$ cat config.mk
export PLATFORM = sky130hd
export DESIGN_NAME = my_mc14495
export DESIGN_NICKNAME = d
export VERILOG_FILES = /design/src/rtl/my_mc14495_pkg.sv /design/src/rtl/hex7seg_decode.sv /design/src/rtl/my_mc14495.sv
export SDC_FILE = /design/constraint.sdc
export NUM_CORES = 1
export LEC_CHECK = 0
export CAP_MARGIN = 20
export CORE_AREA = 3 3 40 42
export CTS_CLUSTER_DIAMETER = 50
export DETAILED_ROUTE_END_ITERATION = 16
export DIE_AREA = 0 0 43 45
export PLACE_DENSITY = 0.67
export SYNTH_ARGS = -nofsm -noshare
export SYNTH_HDL_FRONTEND = slang
export SYNTH_SLANG_ARGS = --single-unit
export TNS_END_PERCENT = 10
$ cat constraint.sdc
create_clock -name clk -period 1.3 [get_ports clk]
set_clock_uncertainty 0.2 [all_clocks]
set_input_delay 0.325 -clock clk [delete_from_list [all_inputs] [get_ports clk]]
set_output_delay 0.325 -clock clk [all_outputs]
set_load 0.02 [all_outputs]
$ cat src/rtl/my_mc14495_pkg.sv
// Shared definitions for the MC14495-style hex decoder: segment vector type
// ordered {a,b,c,d,e,f,g} and the active-low patterns for digits 0..F.
package my_mc14495_pkg;

  typedef logic [6:0] seg_t;

  localparam seg_t SEG_0     = 7'b0000001;
  localparam seg_t SEG_1     = 7'b1001111;
  localparam seg_t SEG_2     = 7'b0010010;
  localparam seg_t SEG_3     = 7'b0000110;
  localparam seg_t SEG_4     = 7'b1001100;
  localparam seg_t SEG_5     = 7'b0100100;
  localparam seg_t SEG_6     = 7'b0100000;
  localparam seg_t SEG_7     = 7'b0001111;
  localparam seg_t SEG_8     = 7'b0000000;
  localparam seg_t SEG_9     = 7'b0000100;
  localparam seg_t SEG_A     = 7'b0001000;
  localparam seg_t SEG_B     = 7'b1100000;
  localparam seg_t SEG_C     = 7'b0110001;
  localparam seg_t SEG_D     = 7'b1000010;
  localparam seg_t SEG_E     = 7'b0110000;
  localparam seg_t SEG_F     = 7'b0111000;
  localparam seg_t SEG_BLANK = 7'b1111111;

endpackage

$ cat src/rtl/hex7seg_decode.sv
// Combinational nibble to active-low seven-segment pattern, {a..g} order.
module hex7seg_decode
  import my_mc14495_pkg::*;
(
  input  logic [3:0] nibble,
  output seg_t       seg
);

  always_comb begin
    seg = SEG_BLANK;
    case (nibble)
      4'h0: seg = SEG_0;
      4'h1: seg = SEG_1;
      4'h2: seg = SEG_2;
      4'h3: seg = SEG_3;
      4'h4: seg = SEG_4;
      4'h5: seg = SEG_5;
      4'h6: seg = SEG_6;
      4'h7: seg = SEG_7;
      4'h8: seg = SEG_8;
      4'h9: seg = SEG_9;
      4'hA: seg = SEG_A;
      4'hB: seg = SEG_B;
      4'hC: seg = SEG_C;
      4'hD: seg = SEG_D;
      4'hE: seg = SEG_E;
      4'hF: seg = SEG_F;
      default: seg = SEG_BLANK;
    endcase
  end

endmodule

$ cat src/rtl/my_mc14495.sv
// Registered hex-to-seven-segment driver with blanking and decimal point.
// Decimal point lane is present only when MY_MC14495_POINT_EN is defined.
module my_mc14495
  import my_mc14495_pkg::*;
(
  input  logic clk,
  input  logic rst_n,
  input  logic D3,
  input  logic D2,
  input  logic D1,
  input  logic D0,
  input  logic LE,
  input  logic point,
  output logic a,
  output logic b,
  output logic c,
  output logic d,
  output logic e,
  output logic f,
  output logic g,
  output logic P
);

  seg_t seg_dec;
  seg_t seg_q;
  logic p_q;

  hex7seg_decode u_decode (
    .nibble ({D3, D2, D1, D0}),
    .seg    (seg_dec)
  );

  always_ff @(posedge clk) begin
    if (!rst_n) begin
      seg_q <= SEG_BLANK;
    end else begin
      seg_q <= LE ? SEG_BLANK : seg_dec;
    end
  end

`ifdef MY_MC14495_POINT_EN
  // Point lane ignores LE: blanking only darkens a..g.
  always_ff @(posedge clk) begin
    if (!rst_n) begin
      p_q <= 1'b1;
    end else begin
      p_q <= ~point;
    end
  end
`else
  logic unused_point;
  assign unused_point = point;
  assign p_q = 1'b1;
`endif

  assign {a, b, c, d, e, f, g} = seg_q;
  assign P = p_q;

endmodule

* Yosys cells after proc, flatten, opt, wreduce, memory -nomap -nowiden *
Memory sizes are Yosys's and may differ from the RTL's. A register that Yosys moved wholly into a read port is not among the register bits.
Index checks and enable logic that the tools add are counted.

cells by class
  bitwise gates (word level) = 1
  reductions and logical operators = 1

operators by type and width
  kind                count
  2-bit OR reduction  1
  1-bit NOT           1

word-level totals
  register bits after elaboration = 0
  ROM bits = 112
  bits of input ports = 8
  output and inout bits = 8
  word-level logic and storage cells = 3
  memories kept = 1

memories
  memory           depth  bits a word  read ports  clocked after Yosys merged registers in  write ports  line                  RTL
  (no name shown)  16     7            1           1                                        0            hex7seg_decode.sv:11  case (nibble)

* Longest topological paths before layout *
Gate-level depths: netlist of the first run.

  word-level depth = 2
  mapped depth = 4
  depth with buffers taken out = 4

* Cells and area by module *
Synthesis of the first run repeated with hierarchy kept, for this count alone.

unflattened totals
  cell total of the unflattened synthesis = 49
  area, all modules = 481.7 sq um

modules (own cells, without submodules)
  module          instances  cells each  area an instance (sq um)  seq. area each (sq um)
  hex7seg_decode  1          33          269.0                     0.0
  my_mc14495      1          16          212.7                     140.1

* Worst setup path before layout of the first run *
OpenSTA, ideal clock, no wires.

  path type = input to register
  start point = in D1
  end point = reg seg_q[3]
  arrival time = 1.106 ns
  data required time = 1.022 ns
  path slack = -0.084 ns
  stages = 4
  buffers on the path = 0
  path through = inv_1 -> ha_1 -> or2_2 -> a32oi_1

RTL lines
  element      line              RTL
  from (decl)  my_mc14495.sv:10  input logic D1,
  to (decl)    my_mc14495.sv:25  seg_t seg_q;

==> results.yml, run 1 <==
cts:
  clkTransAtPathRegs_ns: 0.05
  numCtsBuffers: 3
  cts_tree: "yes"
  cts_setup_buffers: 0
  ctsRootBufferMaster: "clkbuf_4"
  h-tree-depth: 1
  clockBufferDepth: 2
  clock-sinks: 7
global_route:
  busiest_layer: "met2"
  grt.total_usage_pct: 12.50
  grt_max_degree: 10
  use_met1_pct: 13.77
  first_global_vias: 413
  grt_antenna_before_repair: 0
  overflow: 0
  grt_pass1_wl_um: 1787
  grtUsageMet2_pct: 21.56
  use_met3_pct: 3.586
worst_setup_path:
  crit_fanout: 2
  arrival_ns: 1.26
  critPathCaptureType: "flop"
  cp.required_ns: 1.27
  startpoint_type: "input pin"
  critPathKind: "input pin to flop"
place:
  dp_hpwl_um: 756.1
  pre_cts_slack_ns: -0.5930
  port_buffers: 13
  post_dp_cell_area_um2: 668.1
  routabilityCongestion: 0.7640
sta:
  finalSetupViolations: 0
  fin_crit_ns: 1.292
  hold-worst-slack_ns: 0.2830
  final_hold_viol_count: 0
  setup_ws_ns: 0.008319
  fmax_ghz: 0.7742
  timing.final.crit_share_pct: 99.36
  rsz0062_at_grt: "yes"
  setup_tns_ns: 0
  maxSlewViolCount: 0
cells_and_area:
  synthToLayoutAreaGrowth_pct: 52.16
  largest_reg_flops: 7
  nets: 84
  stdcell_area_um2: 704.4
  num-fill-cells: 121
  drive_gt1_share_pct: 41.18
  regMostFlops: "seg_q"
  insertedDiodeCount: 0
  final_cell_mix: "7 x buf_2, 7 x dfxtp_1, 5 x mux2i_1, 5 x ha_1, 5 x buf_4"
  largestRegisters: "seg_q: 7 flops"
floorplanning:
  num_io_pins: 16
  start_util_pct: 36.03
  dieHeight_um: 45
  rows: 13
  die_w_um: 43
  coreArea_um2: 1285
  dieArea_um2: 1935
synth:
  syn_inst: 46
  syn_area_um2: 462.9
  syn_avg_cell_area_um2: 10.06
  yosysWarnings: 0
  ys_seq_elements: 7
  syn_nets: 61
  synth-seq-area-share_pct: 30.27
  synth_cell_types: 24
job:
  maxCapViolCount: 0
power_and_ir_drop:
  seqPwrFrac_pct: 39.3
  power_density_nw_per_um2: 836.8
  leakage_uw: 0.0003252
  power_frac_clock_pct: 32.4
  p_sw_uw: 161.7
  swShare_pct: 27.43
  p_int_uw: 427.7
  finalPower_uw: 589.4
  peakVddDrop_v: 0.0002560
  combPwrFrac_pct: 28.3
drt:
  via_count: 434
  via_per_inst: 5.229
  drt_wl_total_um: 1072
  drt-initial-drc-count: 9
  drt_drc_violations_left: 0
  first_pass_iters: 4
  drtAntennaViolNets: 0
  wl_per_cell_um: 12.92
worst_hold_path:
  holdCritPathClass: "input pin to flop"
status:
  outcome: "finished, final reports clean"
logic make-up (layout without fill, tap and decap cells):
group	after synthesis	in the layout	synth area share, %
flops	7	7	30.27
mux	5	5	10.81
buf+inv	6	28	7.297
other cells	1	1	0.8100
fa+ha+maj	7	7	18.92
simple gates	13	13	17.84
compound gates	7	7	14.05
power by group through the flow:
stage / logic [uW] / clock network (uW) / registers (uW)
after floorplan: 65.8 / 0 / 254
after global placement: 161 / 0 / 236
after detailed placement: 164 / 0 / 236
after CTS: 164 / 200 / 232
after global routing: 181 / 209 / 232
final: 167 / 191 / 231
synth_stat cells (all sizes together):
master | number | area, um2
dfxtp | 7 | 140.1
ha | 7 | 87.58
mux2i | 5 | 50.05
inv | 4 | 15.01
a32oi | 2 | 17.52
buf | 2 | 18.77
o211ai | 2 | 15.01
o311ai | 2 | 17.52
or3 | 2 | 12.51
and2 | 1 | 6.260
and2b | 1 | 7.510
and3b | 1 | 8.760
conb | 1 | 3.750
nand2 | 1 | 3.750
nand2b | 1 | 6.260
nand3 | 1 | 5.000
nand3b | 1 | 7.510
nor2 | 1 | 3.750
nor3b | 1 | 7.510
o221ai | 1 | 15.01
or2 | 1 | 6.260
or2b | 1 | 7.510
cell type report:
type	count	area, um2	area share [%]
Timing Repair Buffer	20	181.4	25.75
Inverter	4	20.02	2.842
Tap cell	15	18.77	2.664
Clock buffer	4	26.28	3.730
Multi-Input combinational cell	33	317.8	45.12
Sequential cell	7	140.1	19.89
per-layer routing:
layer / vias up / wire (um) / part of all wire (%)
li1: 204 / - / -
met1: 210 / 432 / 40
met2: 20 / 563 / 53
met3: 0 / 76 / 7.1
met4: 0 / 0 / 0
met5: - / 0 / 0
stage by stage:
step                util [%]  instances
finish                 54.82         83
global route           54.82         83
CTS                    54.63         83
detailed placement     52.00         78
global placement       52.00         78
floorplan                  -         46
final timing paths:
| path | from | end | slack, ns | cells after the start |
|---|---|---|---|---|
| min | LE | seg_q[3] | 0.28 | 3 |
| max | D0 | seg_q[3] | 0.008 | 5 |
worst max-delay path, stage by stage:
cell	delay [ns]
clkdlybuf4s15_2	0.20
inv_4	0.04
ha_4	0.23
or2_2	0.30
a32oi_1	0.16
repair_timing:
| item | in CTS | in global routing |
|---|---|---|
| setup endpoints to repair | 14 | 8 |
| gates cloned | 1 | 0 |
| gates resized for setup | 36 | 6 |
| pin swaps | 1 | 1 |
| hold buffers | 0 | 0 |
(Power assumes the default switching activity.)
==> run 2: changes to the inputs <==
==> constraint.sdc (replaced) <==
create_clock -name clk -period 1.3 [get_ports clk]
set_clock_uncertainty 0.2 [all_clocks]
set_input_delay 0.195 -clock clk [delete_from_list [all_inputs] [get_ports clk]]
set_output_delay 0.195 -clock clk [all_outputs]
set_load 0.02 [all_outputs]
==> run 2 against run 1 <==
Against the previous run: die area is the same; total power shrank 0.45%; worst setup slack gained 0.042 ns; clock power grew 4%; critical path depth shrank 4; sequential cell count is the same; critical path type is now flop to output port.
==> results.yml, run 2 (synthesized netlist as in run 1, its figures left out) <==
worst_setup_path:
  arrival_ns: 0.85
  crit_fanout: 1
  slowest_delay_ns: 0.31
  path_buf_inv: 1
  cpLargestDelayFamily: "flip-flops"
  critPathCaptureType: "output port"
  startpoint_type: "flop"
  crit_chain: "clkdlybuf4s15_1"
  cp_slowest_cell: "dfxtp_1"
  cp.required_ns: 0.90
  critPathKind: "flop to output port"
floorplanning:
  dieArea_um2: 1935
  coreArea_um2: 1285
  rows: 13
  die_w_um: 43
  num_io_pins: 16
  dieHeight_um: 45
  start_util_pct: 36.03
drt:
  drt-initial-drc-count: 3
  drtAntennaViolNets: 0
  first_pass_iters: 2
  drt_drc_violations_left: 0
  via_per_inst: 4.904
  via_count: 407
  wl_per_cell_um: 11.11
  drt_wl_total_um: 922
power_and_ir_drop:
  leakage_uw: 0.0003386
  power_density_nw_per_um2: 821.4
  power_frac_clock_pct: 33.7
  p_int_uw: 420.8
  p_sw_uw: 166.0
  seqPwrFrac_pct: 39.4
  peakVddDrop_v: 0.0002536
  combPwrFrac_pct: 26.9
  swShare_pct: 28.29
cells_and_area:
  num-fill-cells: 132
  stdcell_area_um2: 714.4
  nets: 84
  synthToLayoutAreaGrowth_pct: 54.32
  final_cell_mix: "7 x clkdlybuf4s15_1, 7 x dfxtp_1, 6 x buf_4, 5 x mux2i_1, 4 x ha_1"
  regMostFlops: "seg_q"
  postLayoutCoreUtil_pct: 55.60
  finalNonFillerCells: 83
  largestRegisters: "seg_q: 7 flops"
  drive_gt1_share_pct: 27.94
  insertedDiodeCount: 0
  largest_reg_flops: 7
status:
  outcome: "finished, final reports clean"
cts:
  clockBufferDepth: 2
  clock-sinks: 7
  ctsRootBufferMaster: "clkbuf_4"
  h-tree-depth: 1
  clkTransAtPathRegs_ns: 0.06
  numCtsBuffers: 3
  cts_tree: "yes"
worst_hold_path:
  worstHoldPathCells: 3
  worstHoldStart: "D3"
  holdCritPathClass: "input pin to flop"
  hold-path-endpoint: "seg_q[2]"
sta:
  rsz0062_at_grt: "no"
  fin_crit_ns: 1.250
  timing.final.crit_share_pct: 96.14
  setup_tns_ns: 0
  maxSlewViolCount: 0
  fmax_ghz: 0.8001
  finalSetupViolations: 0
  final_hold_viol_count: 0
global_route:
  grt_pass1_wl_um: 1435
  overflow: 0
  grt_max_degree: 17
  first_global_vias: 355
  grt_antenna_before_repair: 0
  use_met3_pct: 3.586
  grtUsageMet2_pct: 17.96
  grt.total_usage_pct: 10.24
  use_met1_pct: 10.84
  busiest_layer: "met2"
place:
  port_buffers: 13
  post_dp_cell_area_um2: 658.1
  routabilityCongestion: 0.7511
  dp_hpwl_um: 732
  dp.cells: 79
job:
  maxCapViolCount: 0
## run 2: what timing repair did
| item | CTS | global route |
|---|---|---|
| setup endpoints to repair | 14 | 13 |
| cloned | 0 | 0 |
| gates resized for setup | 12 | 13 |
| hold buffers | 0 | 0 |
| pin swaps | 2 | 1 |
| setup buffers | 0 | 0 |
## run 2: area by class of cell
type | instances | area (um2) | share of cell area, %
clock buffer | 3 | 22.52 | 3.152
timing repair buffer | 20 | 201.4 | 28.20
sequential | 7 | 140.1 | 19.61
multi-input combinational | 33 | 311.5 | 43.61
tap | 15 | 18.77 | 2.627
inverter | 4 | 15.01 | 2.102
clock inverter | 1 | 5.005 | 0.7005
## run 2: worst max path at each step
stage | slack [ns] | endpoint | cells after the start | from
floorplan | 0.05 | seg_q[3] | 4 | D1
global placement | -0.44 | seg_q[3] | 5 | D1
detailed placement | -0.47 | seg_q[3] | 5 | D1
CTS | -0.19 | seg_q[3] | 5 | D1
global route | 0.006 | seg_q[4] | 6 | D0
finish | 0.05 | c | 1 | seg_q[4]
## run 2: power by group through the flow
stage | Sequential (uW) | Combinational [uW] | Clock (uW)
after floorplan | 254 | 61.8 | 0
after detailed placement | 236 | 160 | 0
after global placement | 236 | 158 | 0
after CTS | 231 | 152 | 204
final | 231 | 158 | 198
after global routing | 233 | 173 | 221
## run 2: metal layers
layer	share of wire [%]	routed length [um]
met1	42	391
met2	51	466
met5	0	0
met4	0.98	9
met3	5.9	54
## run 2: metrics by stage
step | setup slack (ns) | hold slack, ns | power [uW]
after CTS | -0.1936 | 0.3116 | 587.1
after detailed placement | -0.4689 | 0.7399 | 396.5
after floorplan | 0.04650 | 0.1344 | 315.5
final | 0.05013 | 0.1643 | 586.8
after global routing | 0.006407 | 0.1792 | 625.7
after global placement | -0.4399 | 0.7216 | 394.2
## run 2: worst min-delay path, cell delays in order
cell	delay [ns]
dlymetal6s2s_1	0.13
buf_12	0.15
o221ai_2	0.08
==> run 3: changes to the inputs <==
--- a/config.mk
+++ b/config.mk
@@ -10,7 +10,6 @@
 export CTS_CLUSTER_DIAMETER = 50
 export DETAILED_ROUTE_END_ITERATION = 16
 export DIE_AREA = 0 0 43 45
-export PLACE_DENSITY = 0.67
 export SYNTH_ARGS = -nofsm -noshare
 export SYNTH_HDL_FRONTEND = slang
 export SYNTH_SLANG_ARGS = --single-unit
==> constraint.sdc (replaced) <==
create_clock -name clk -period 1.6 [get_ports clk]
set_clock_uncertainty 0.2 [all_clocks]
set_input_delay 0.24 -clock clk [delete_from_list [all_inputs] [get_ports clk]]
set_output_delay 0.24 -clock clk [all_outputs]
set_load 0.02 [all_outputs]
==> run 3 against run 2 <==
Against the previous run: worst setup slack better by 0.029 ns; critical path depth rose by 5; die area unchanged; routed wire length up 4.1%; worst hold slack improved by 0.37 ns.
==> results.yml, run 3 (synthesized netlist as in run 1, its figures left out) <==
cts:
  clock-sinks: 7
  numCtsBuffers: 3
  ctsRootBufferMaster: "clkbuf_4"
  cts_tree: "yes"
  h-tree-depth: 1
  clockBufferDepth: 2
  clkTransAtPathRegs_ns: 0.05
sta:
  finalSetupViolations: 0
  fin_crit_ns: 1.521
  maxSlewViolCount: 0
  rsz0062_at_grt: "no"
  setup_tns_ns: 0
  fmax_ghz: 0.6575
  final_hold_viol_count: 0
  setup_ws_ns: 0.07912
  timing.final.crit_share_pct: 95.06
global_route:
  use_met3_pct: 3.586
  grt_pass1_wl_um: 1607
  grtUsageMet2_pct: 17.96
  grt.total_usage_pct: 11.42
  grt_antenna_before_repair: 0
  grt_max_degree: 17
  first_global_vias: 373
  overflow: 0
  busiest_layer: "met2"
  use_met1_pct: 12.80
floorplanning:
  num_io_pins: 16
  die_w_um: 43
  dieArea_um2: 1935
  coreArea_um2: 1285
  start_util_pct: 36.03
  dieHeight_um: 45
  rows: 13
cells_and_area:
  regMostFlops: "seg_q"
  insertedDiodeCount: 0
  nets: 84
  synthToLayoutAreaGrowth_pct: 51.89
  drive_gt1_share_pct: 19.12
  final_common_cell: "dfxtp_1"
  final_cell_mix: "7 x dfxtp_1, 6 x ha_1, 6 x clkdlybuf4s50_1, 6 x buf_4, 5 x mux2i_1"
  postLayoutCoreUtil_pct: 54.72
  largestRegisters: "seg_q: 7 flops"
  largest_reg_flops: 7
  stdcell_area_um2: 703.2
power_and_ir_drop:
  power_frac_clock_pct: 33.6
  power_density_nw_per_um2: 677.7
  peakVddDrop_v: 0.0002022
  finalPower_uw: 476.6
  combPwrFrac_pct: 27.0
  p_int_uw: 347.1
  p_sw_uw: 129.4
  seqPwrFrac_pct: 39.4
  swShare_pct: 27.16
  leakage_uw: 0.0003172
job:
  maxCapViolCount: 0
worst_setup_path:
  critPathCaptureType: "flop"
  crit_chain: "clkdlybuf4s50_1, inv_1, buf_4, ha_1, or2b_1, o221ai_2"
  startpoint_type: "input pin"
  arrival_ns: 1.49
  cp.required_ns: 1.57
  slowest_delay_ns: 0.48
  critPathKind: "input pin to flop"
  crit_fanout: 3
  cp_slowest_cell: "clkdlybuf4s50_1"
drt:
  via_per_inst: 4.735
  drtAntennaViolNets: 0
  wl_per_cell_um: 11.57
  drt_drc_violations_left: 0
  via_count: 393
  drt-initial-drc-count: 7
  drt_wl_total_um: 960
  first_pass_iters: 3
place:
  port_buffers: 13
  routabilityCongestion: 0.7372
  post_dp_cell_area_um2: 658.1
  pre_cts_slack_ns: -0.2272
status:
  outcome: "finished, final reports clean"
worst_hold_path:
  holdCritPathClass: "input pin to flop"
run 3: cell count changes in the layout (fill, tap and decap cells not counted), moves of 2 or more:
cell / before / now
ha_2: 2 / 0
inv_2: 2 / 0
ha_1: 4 / 6
clkdlybuf4s50_1: 2 / 6
clkdlybuf4s15_1: 7 / 0
dlygate4sd2_1: 1 / 3
inv_1: 2 / 4
run 3: what timing repair did:
action | CTS | global route
endpoints found under the hold margin | 0 | 0
resized for setup | 3 | 5
pin swaps | 0 | 0
endpoints found under the setup margin | 3 | 5
hold buffers | 0 | 0
setup buffers | 0 | 0
run 3: final cells by class:
cell class | instances | area [um2]
Timing Repair Buffer | 20 | 201.4
Multi-Input combinational cell | 33 | 301.5
Fill cell | 117 | 581.8
Clock buffer | 4 | 26.28
Inverter | 4 | 15.01
Sequential cell | 7 | 140.1
Tap cell | 15 | 18.77
run 3: worst paths after layout:
| path | cells after the start | endpoint | startpoint | slack [ns] |
|---|---|---|---|---|
| worst min-delay path | 3 | seg_q[3] | LE | 0.53 |
| worst max-delay path | 6 | seg_q[2] | D0 | 0.08 |
run 3: per-layer routing:
layer	wire, um	part of all wire (%)
met5	0	0
met4	19	2.0
met3	67	7.0
met2	483	50
met1	389	41
run 3: through the flow:
step	std cells	hold slack (ns)
floorplan	46	0.1794
global placement	79	0.7745
detailed placement	79	0.7989
CTS	83	0.5299
global route	83	0.5522
finish	83	0.5340
run 3: worst max-delay path, delay by kind of cell:
| family | cells | cell delay (ns) |
|---|---|---|
| compound gates | 1 | 0.15 |
| fa+ha+maj | 1 | 0.17 |
| buf+inv | 3 | 0.71 |
| simple gates | 1 | 0.23 |
run 3: power by group through the flow:
stage                     Combinational [uW]  Clock (uW)  Sequential (uW)
after floorplan                         50.2           0              206
after global placement                   129           0              191
after detailed placement                 130           0              192
after CTS                                127         166              188
after global routing                     141         180              189
final                                    129         160              188
